### src/rtl/alu_sequencer.sv
// Instruction sequencer for the 32-bit combinational ALU: handshake, decode, operand fetch, writeback.
// Optional illegal-opcode trap (err + HALT) is enabled by defining ALU_SEQ_ILLEGAL_TRAP_EN.
module alu_sequencer #(
  parameter int unsigned REG_AW = 3
) (
  input  logic              clk,
  input  logic              reset,
  input  logic              instr_valid,
  output logic              instr_ready,
  input  logic [31:0]       instr_data,
  input  logic              load_en,
  input  logic [REG_AW-1:0] load_addr,
  input  logic [31:0]       load_data,
  input  logic [REG_AW-1:0] dbg_addr,
  output logic [31:0]       dbg_data,
  output logic [3:0]        alu_opsel,
  output logic              alu_muxsel,
  output logic [31:0]       alu_opa,
  output logic [31:0]       alu_opb,
  input  logic [31:0]       alu_result,
  input  logic              alu_carry,
  input  logic              alu_overflow,
  input  logic              alu_equal,
  output logic              flag_carry,
  output logic              flag_overflow,
  output logic              flag_equal,
  output logic              done,
  output logic              err
);

  localparam int unsigned NREG = 1 << REG_AW;
  localparam int unsigned DW   = 32;
  localparam int unsigned OPW  = 4;
  localparam int unsigned RW   = 3;

  typedef enum logic [2:0] {
    S_IDLE    = 3'd0,
    S_DECODE  = 3'd1,
    S_EXECUTE = 3'd2,
    S_DONE    = 3'd3,
    S_HALT    = 3'd4
  } state_t;

  state_t          state;
  state_t          state_nxt;
  logic [DW-1:0]   rf [NREG];
  logic [OPW-1:0]  op_q;
  logic            mux_q;
  logic [RW-1:0]   rd_q;
  logic [RW-1:0]   ra_q;
  logic [RW-1:0]   rb_q;
  logic            handshake_c;
  logic            legal_c;
  logic            writes_c;
  logic            unused_instr_c;

  assign unused_instr_c = ^instr_data[17:0];

  // Ready depends only on state and the preload strobe, never on instr_valid.
  assign instr_ready = (state == S_IDLE) & ~load_en;
  assign handshake_c = instr_valid & instr_ready;
  assign dbg_data    = rf[dbg_addr];

  always_comb begin
    legal_c = 1'b0;
    case (op_q)
      4'b0000, 4'b0001, 4'b0010, 4'b0101, 4'b0110,
      4'b0111, 4'b1000, 4'b1001, 4'b1011: legal_c = 1'b1;
      default:                            legal_c = 1'b0;
    endcase
  end

  // NOP and (untrapped) illegal opcodes leave the register file and flags alone.
  assign writes_c = legal_c & (op_q != 4'b0000);

  always_ff @(posedge clk) begin
    if (reset) state <= S_IDLE;
    else       state <= state_nxt;
  end

  always_comb begin
    state_nxt = state;
    case (state)
      S_IDLE:    if (handshake_c) state_nxt = S_DECODE;
      S_DECODE:  state_nxt = S_EXECUTE;
`ifdef ALU_SEQ_ILLEGAL_TRAP_EN
      S_EXECUTE: state_nxt = legal_c ? S_DONE : S_HALT;
`else
      S_EXECUTE: state_nxt = S_DONE;
`endif
      S_DONE:    state_nxt = S_IDLE;
      S_HALT:    state_nxt = S_HALT;
      default:   state_nxt = S_IDLE;
    endcase
  end

  // Instruction latch, ALU operand registers, flags and done pulse.
  always_ff @(posedge clk) begin
    if (reset) begin
      op_q          <= '0;
      mux_q         <= 1'b0;
      rd_q          <= '0;
      ra_q          <= '0;
      rb_q          <= '0;
      alu_opsel     <= '0;
      alu_muxsel    <= 1'b0;
      alu_opa       <= '0;
      alu_opb       <= '0;
      flag_carry    <= 1'b0;
      flag_overflow <= 1'b0;
      flag_equal    <= 1'b0;
      done          <= 1'b0;
    end else begin
      done <= (state_nxt == S_DONE);
      if (state == S_IDLE && handshake_c) begin
        op_q  <= instr_data[31:28];
        mux_q <= instr_data[27];
        rd_q  <= instr_data[26:24];
        ra_q  <= instr_data[23:21];
        rb_q  <= instr_data[20:18];
      end
      if (state == S_DECODE) begin
        alu_opsel  <= op_q;
        alu_muxsel <= mux_q;
        alu_opa    <= rf[REG_AW'(ra_q)];
        alu_opb    <= rf[REG_AW'(rb_q)];
      end
      if (state == S_EXECUTE && writes_c) begin
        flag_carry    <= alu_carry;
        flag_overflow <= alu_overflow;
        flag_equal    <= alu_equal;
      end
    end
  end

  // Register file: preload only in IDLE, writeback only in EXECUTE, so the ports never collide.
  always_ff @(posedge clk) begin
    if (reset) begin
      for (int i = 0; i < int'(NREG); i++) rf[i] <= '0;
    end else if (state == S_IDLE && load_en) begin
      rf[load_addr] <= load_data;
    end else if (state == S_EXECUTE && writes_c) begin
      rf[REG_AW'(rd_q)] <= alu_result;
    end
  end

`ifdef ALU_SEQ_ILLEGAL_TRAP_EN
  always_ff @(posedge clk) begin
    if (reset)                                err <= 1'b0;
    else if (state == S_EXECUTE && !legal_c)  err <= 1'b1;
  end
`else
  assign err = 1'b0;
`endif

endmodule
### config.mk
export PLATFORM = sky130hd
export DESIGN_NAME = alu_sequencer
export DESIGN_NICKNAME = d
export VERILOG_FILES = /design/src/rtl/alu_sequencer.sv
export SDC_FILE = /design/constraint.sdc
export NUM_CORES = 1
export LEC_CHECK = 0
export CORE_ASPECT_RATIO = 0.75
export CORE_MARGIN = 1
export CORE_UTILIZATION = 45
export DETAILED_ROUTE_END_ITERATION = 6
export GPL_TIMING_DRIVEN = 1
export PLACE_DENSITY = 0.66
export SYNTH_ARGS = -nofsm -noshare
export SYNTH_HDL_FRONTEND = slang
export SYNTH_SLANG_ARGS = --single-unit
### constraint.sdc
create_clock -name clk -period 3.15 [get_ports clk]
set_input_delay 0.63 -clock clk [delete_from_list [all_inputs] [get_ports clk]]
set_output_delay 0.63 -clock clk [all_outputs]
set_load 0.02 [all_outputs]
==> summary.md, run 1 <==
| Metric | Value |
|---|---|
| Worst hold start | reset |
| Drt first-iter violations | approximately 1,500 |
| Maxcap violations | 0 |
| Seq/Total Area, Yosys | between 50 and 60% |
| Int Pwr | around 8.5 mW |
| Clk_skew | ~0.013 ns |
| Post-CTS Setup Bufs | 0 |
| Yosys Warn Count | 0 |
| Finished Cell Area | 22,100 um2 |
| Synth cell types | between 40 and 50 |
| Fmax achieved | approximately 320 MHz |
| Layout cells sized above 1 | about 27% |
| NetSw | ~3 mW |
| Status | complete, no violations |
| Switch share | roughly 26% |
| Vias in the first global route | roughly 13,000 |
| Dpl cell area | roughly 21,000 um2 |
| Top cells by area, synth | edfxtp_1, mux4_2, dfxtp_1, nor2_1, mux2i_4 |
| Worst slew pin tran | between 0.9 and 1 ns |
| Hold endpoint | state[0]$_SDFF_PP0_ |
| Nature of the critical path startpoint | input port |
| Worst EP required | between 2 and 3 ns |
| Root Buffer | clkbuf_16 |
| Core area | around 40,000 um2 |
| Clock latency at the later pin of the worst-skew pair | roughly 0.53 ns |
| CP arrival | around 2.5 ns |
| Area Growth Syn to Fin | 22.2% |
| Worst R2R Setup Slack | approximately 0.34 ns |
| All-Layer GR Usage | around a quarter |
| Avg WL per Cell | 26.5 um |
| DR vias/cell | a little over 6 |
| Clock slew at reported path FFs | around 0.060 ns |
| Synth Area per Inst | around 14 um2 |
| CP endpoint kind | output pin |
| Reg2reg start | state[2]$_SDFF_PP0_ |
| Synth top cells by count | nor2_1, edfxtp_1, mux4_2, dfxtp_1, nor3_1 |
| Synth top area share | between 40 and 50% |
| Comb power frac | between 15 and 20% |
| Critical path's slowest cell | clkdlybuf4s50_1 |
| Synth Instances | approximately 1,300 |
| Hold Vio Cnt, Final | 0 |
| Final Max Slew Viols | 0 |
| Non-filler cells, final | slightly above 2,000 |
| Post-Place Cells | between 1,500 and 2,000 |
| CTS tree | done |
| Nets | approximately 1,600 |
| Clock share of power | a little over a third |
| Ant. Diodes | 0 |
| Leakage power | about 7.4 nW |
| Seq pwr share | a little under half |
| Main flop type after synthesis | edfxtp_1 |
| Die Width | between 200 and 250 um |
| Total gr overflow | 0 |
| Initial Util | between 40% and 50% |
| Cell Area, Synth | 18,100 um2 |
| Post-DP HPWL | 32,300 um |
| CP Class | in -> out |
| CP most frequent cell | buf_4 |
| First-pass GRT wire length | 80,600 um |
| Post-synth EDFFs | around 260 |
| GP Congestion | a little over 0.8 |
| Crit Path Max Fanout | 9 |
| Final wirelength | ~54,000 um |
| First-pass detailed-route iteration total | 7 |
| Clk sinks | 347 |
| Port Buffers | between 150 and 200 |
| FILL cells | 3,147 |
| Crit path time final | between 3 and 4 ns |
| Antenna violations before repair | 0 |
| Die height | 176 um |
| # rows | 63 |
| I/O Pins | approximately 220 |
| Setup TNS | 0 ns |
| Die area | 41,100 um2 |
| Hold path depth | 3 |
| H-Tree Depth | 2 |
| Slew HR | about 35% |
| TritonCTS buffer count | 36 |
| Ys async rst share | 0% |
| RSZ-0062 raised after global routing | true |
| Syn Nets | around 1,400 |
| Final setup fails | 0 |
| Via count | around 13,000 |
| CTS Hold Buffers Added | 0 |
| Final hold slack | about 0.37 ns |
| FF-to-FF End | rf[5][24]$_SDFFCE_PN0P_ |
| Largest area contributor in the netlist | edfxtp_1 |
| R2R depth | 5 |
| Multi-input gate area | 8190 um2 |
| Critical path cell sequence | buf_4 -> buf_4 -> mux4_2 -> mux2_2 -> clkdlybuf4s50_1 |
| Drt drc | 0 |
| Most frequent cell after synthesis | nor2_1 |
| Clk buf depth | 3 |
| Antenna Violating Nets Remaining | 0 |
| Worst Hold Class | in -> reg |
| Largest net degree at the start of global routing | a little over 60 |
| Synth Register Bits | roughly 350 |
| CP max stage delay | between 0.5 and 0.6 ns |
| Worst-case vdd ir drop | 0.277 mV |
| Power Dens Cells | about 520 nW/um2 |
| Tcrit/Tclk final | between 90% and 100% |
| Register area | between 9000 and 10,000 um2 |
-- sequential cells by signal (all words and copies together) (netlist names), 3 cells and up --
register   cells
alu_opsel      4
alu_opa       32
rf           256
ra_q           3
op_q           4
alu_opb       32
state          3
rd_q           3
rb_q           3
-- cell type report --
type	instances	area share, %
clock buffer	51	4.76
timing repair buffer	258	11.8
sequential	347	43.0
inverter	2	0.0339
tap	520	2.94
clock inverter	13	0.413
multi-input combinational	831	37.0
-- worst max path at each step --
stage,from,endpoint,depth (start not counted)
finish,dbg_addr[0],dbg_data[15],5
global route,dbg_addr[0],dbg_data[15],5
CTS,dbg_addr[0],dbg_data[12],5
detailed placement,dbg_addr[0],dbg_data[12],5
global placement,dbg_addr[0],dbg_data[15],5
floorplan,reset,rf[7][0]$_SDFFCE_PN0P_,6
-- layout by cell type (no fill, tap or decap), types with 3 or more instances in the layout --
master,Yosys,layout
dfxtp_4,0,4
mux4_2,192,192
a31oi_4,0,3
a21oi_1,20,20
a32oi_4,0,3
nand2b_2,0,10
buf_12,0,16
mux2i_1,7,7
o22ai_1,64,64
clkbuf_8,0,3
nand2_1,45,43
clkbuf_1,62,8
edfxtp_1,256,256
clkbuf_16,0,39
clkdlybuf4s50_1,0,191
nor4_1,3,3
nor3_1,68,68
clkinv_1,0,3
nor2_1,326,326
clkinv_2,0,7
buf_4,2,49
mux2i_4,30,30
mux2_2,32,32
dfxtp_1,91,87
a21boi_0,3,3
-- through the flow --
stage | setup WS [ns] | power (mW) | util, %
after floorplan | 0.207 | 6.51 | -
after global placement | 0.0517 | 7.31 | 53.0
after detailed placement | 0.0401 | 7.35 | 53.0
after CTS | 0.0324 | 11.5 | 55.9
after global routing | -0.00882 | 11.8 | 56.0
final | 0.0313 | 11.4 | 56.0
-- power groups by stage --
stage                     sequential [mW]  clock (mW)  combinational, mW
after floorplan                      5.46           0               1.05
after global placement               5.44           0               1.87
after global routing                 5.40        4.42               2.00
final                                5.37        4.19               1.89
after CTS                            5.36        4.24               1.90
after detailed placement             5.46           0               1.89
-- kinds of logic after synthesis --
logic type / count (synthesis) / synth area share (%)
AND/OR/NAND/NOR: 467 / 10.8
flip-flops: 347 / 52.5
multiplexers: 261 / 30.0
buffers and inverters: 114 / 3.05
AO/OA/AOI/OAI: 101 / 3.65
XOR/XNOR: 1 / 0.0484
other: 1 / 0.0207
-- worst max-delay path: cells and delay by family --
family | cells | cell delay [ns]
buf+inv | 3 | 1.01
mux | 2 | 0.84
-- layer usage --
layer / vias up / routed length [um] / GRT usage, %
met5: - / 0 / 0
met2: 717 / 26400 / 44.0
met4: 0 / 1360 / 8.04
met3: 112 / 4980 / 5.15
li1: 5376 / - / -
met1: 6405 / 20900 / 35.9
-- timing repair --
item / in CTS / in global routing
endpoints found under the setup margin: 0 / 4
hold endpoints to repair: 0 / 0
resized for setup: 0 / 1
Power figures use the tool's default switching activity.
==> run 2: changes to the inputs <==
--- a/config.mk
+++ b/config.mk
@@ -6,7 +6,6 @@
 export NUM_CORES = 1
 export LEC_CHECK = 0
 export CORE_ASPECT_RATIO = 0.75
-export CORE_MARGIN = 1
 export CORE_UTILIZATION = 45
 export DETAILED_ROUTE_END_ITERATION = 6
 export GPL_TIMING_DRIVEN = 1
==> results of run 2 <==
The final DEF is identical to that of run 1; final timing and power are the same.
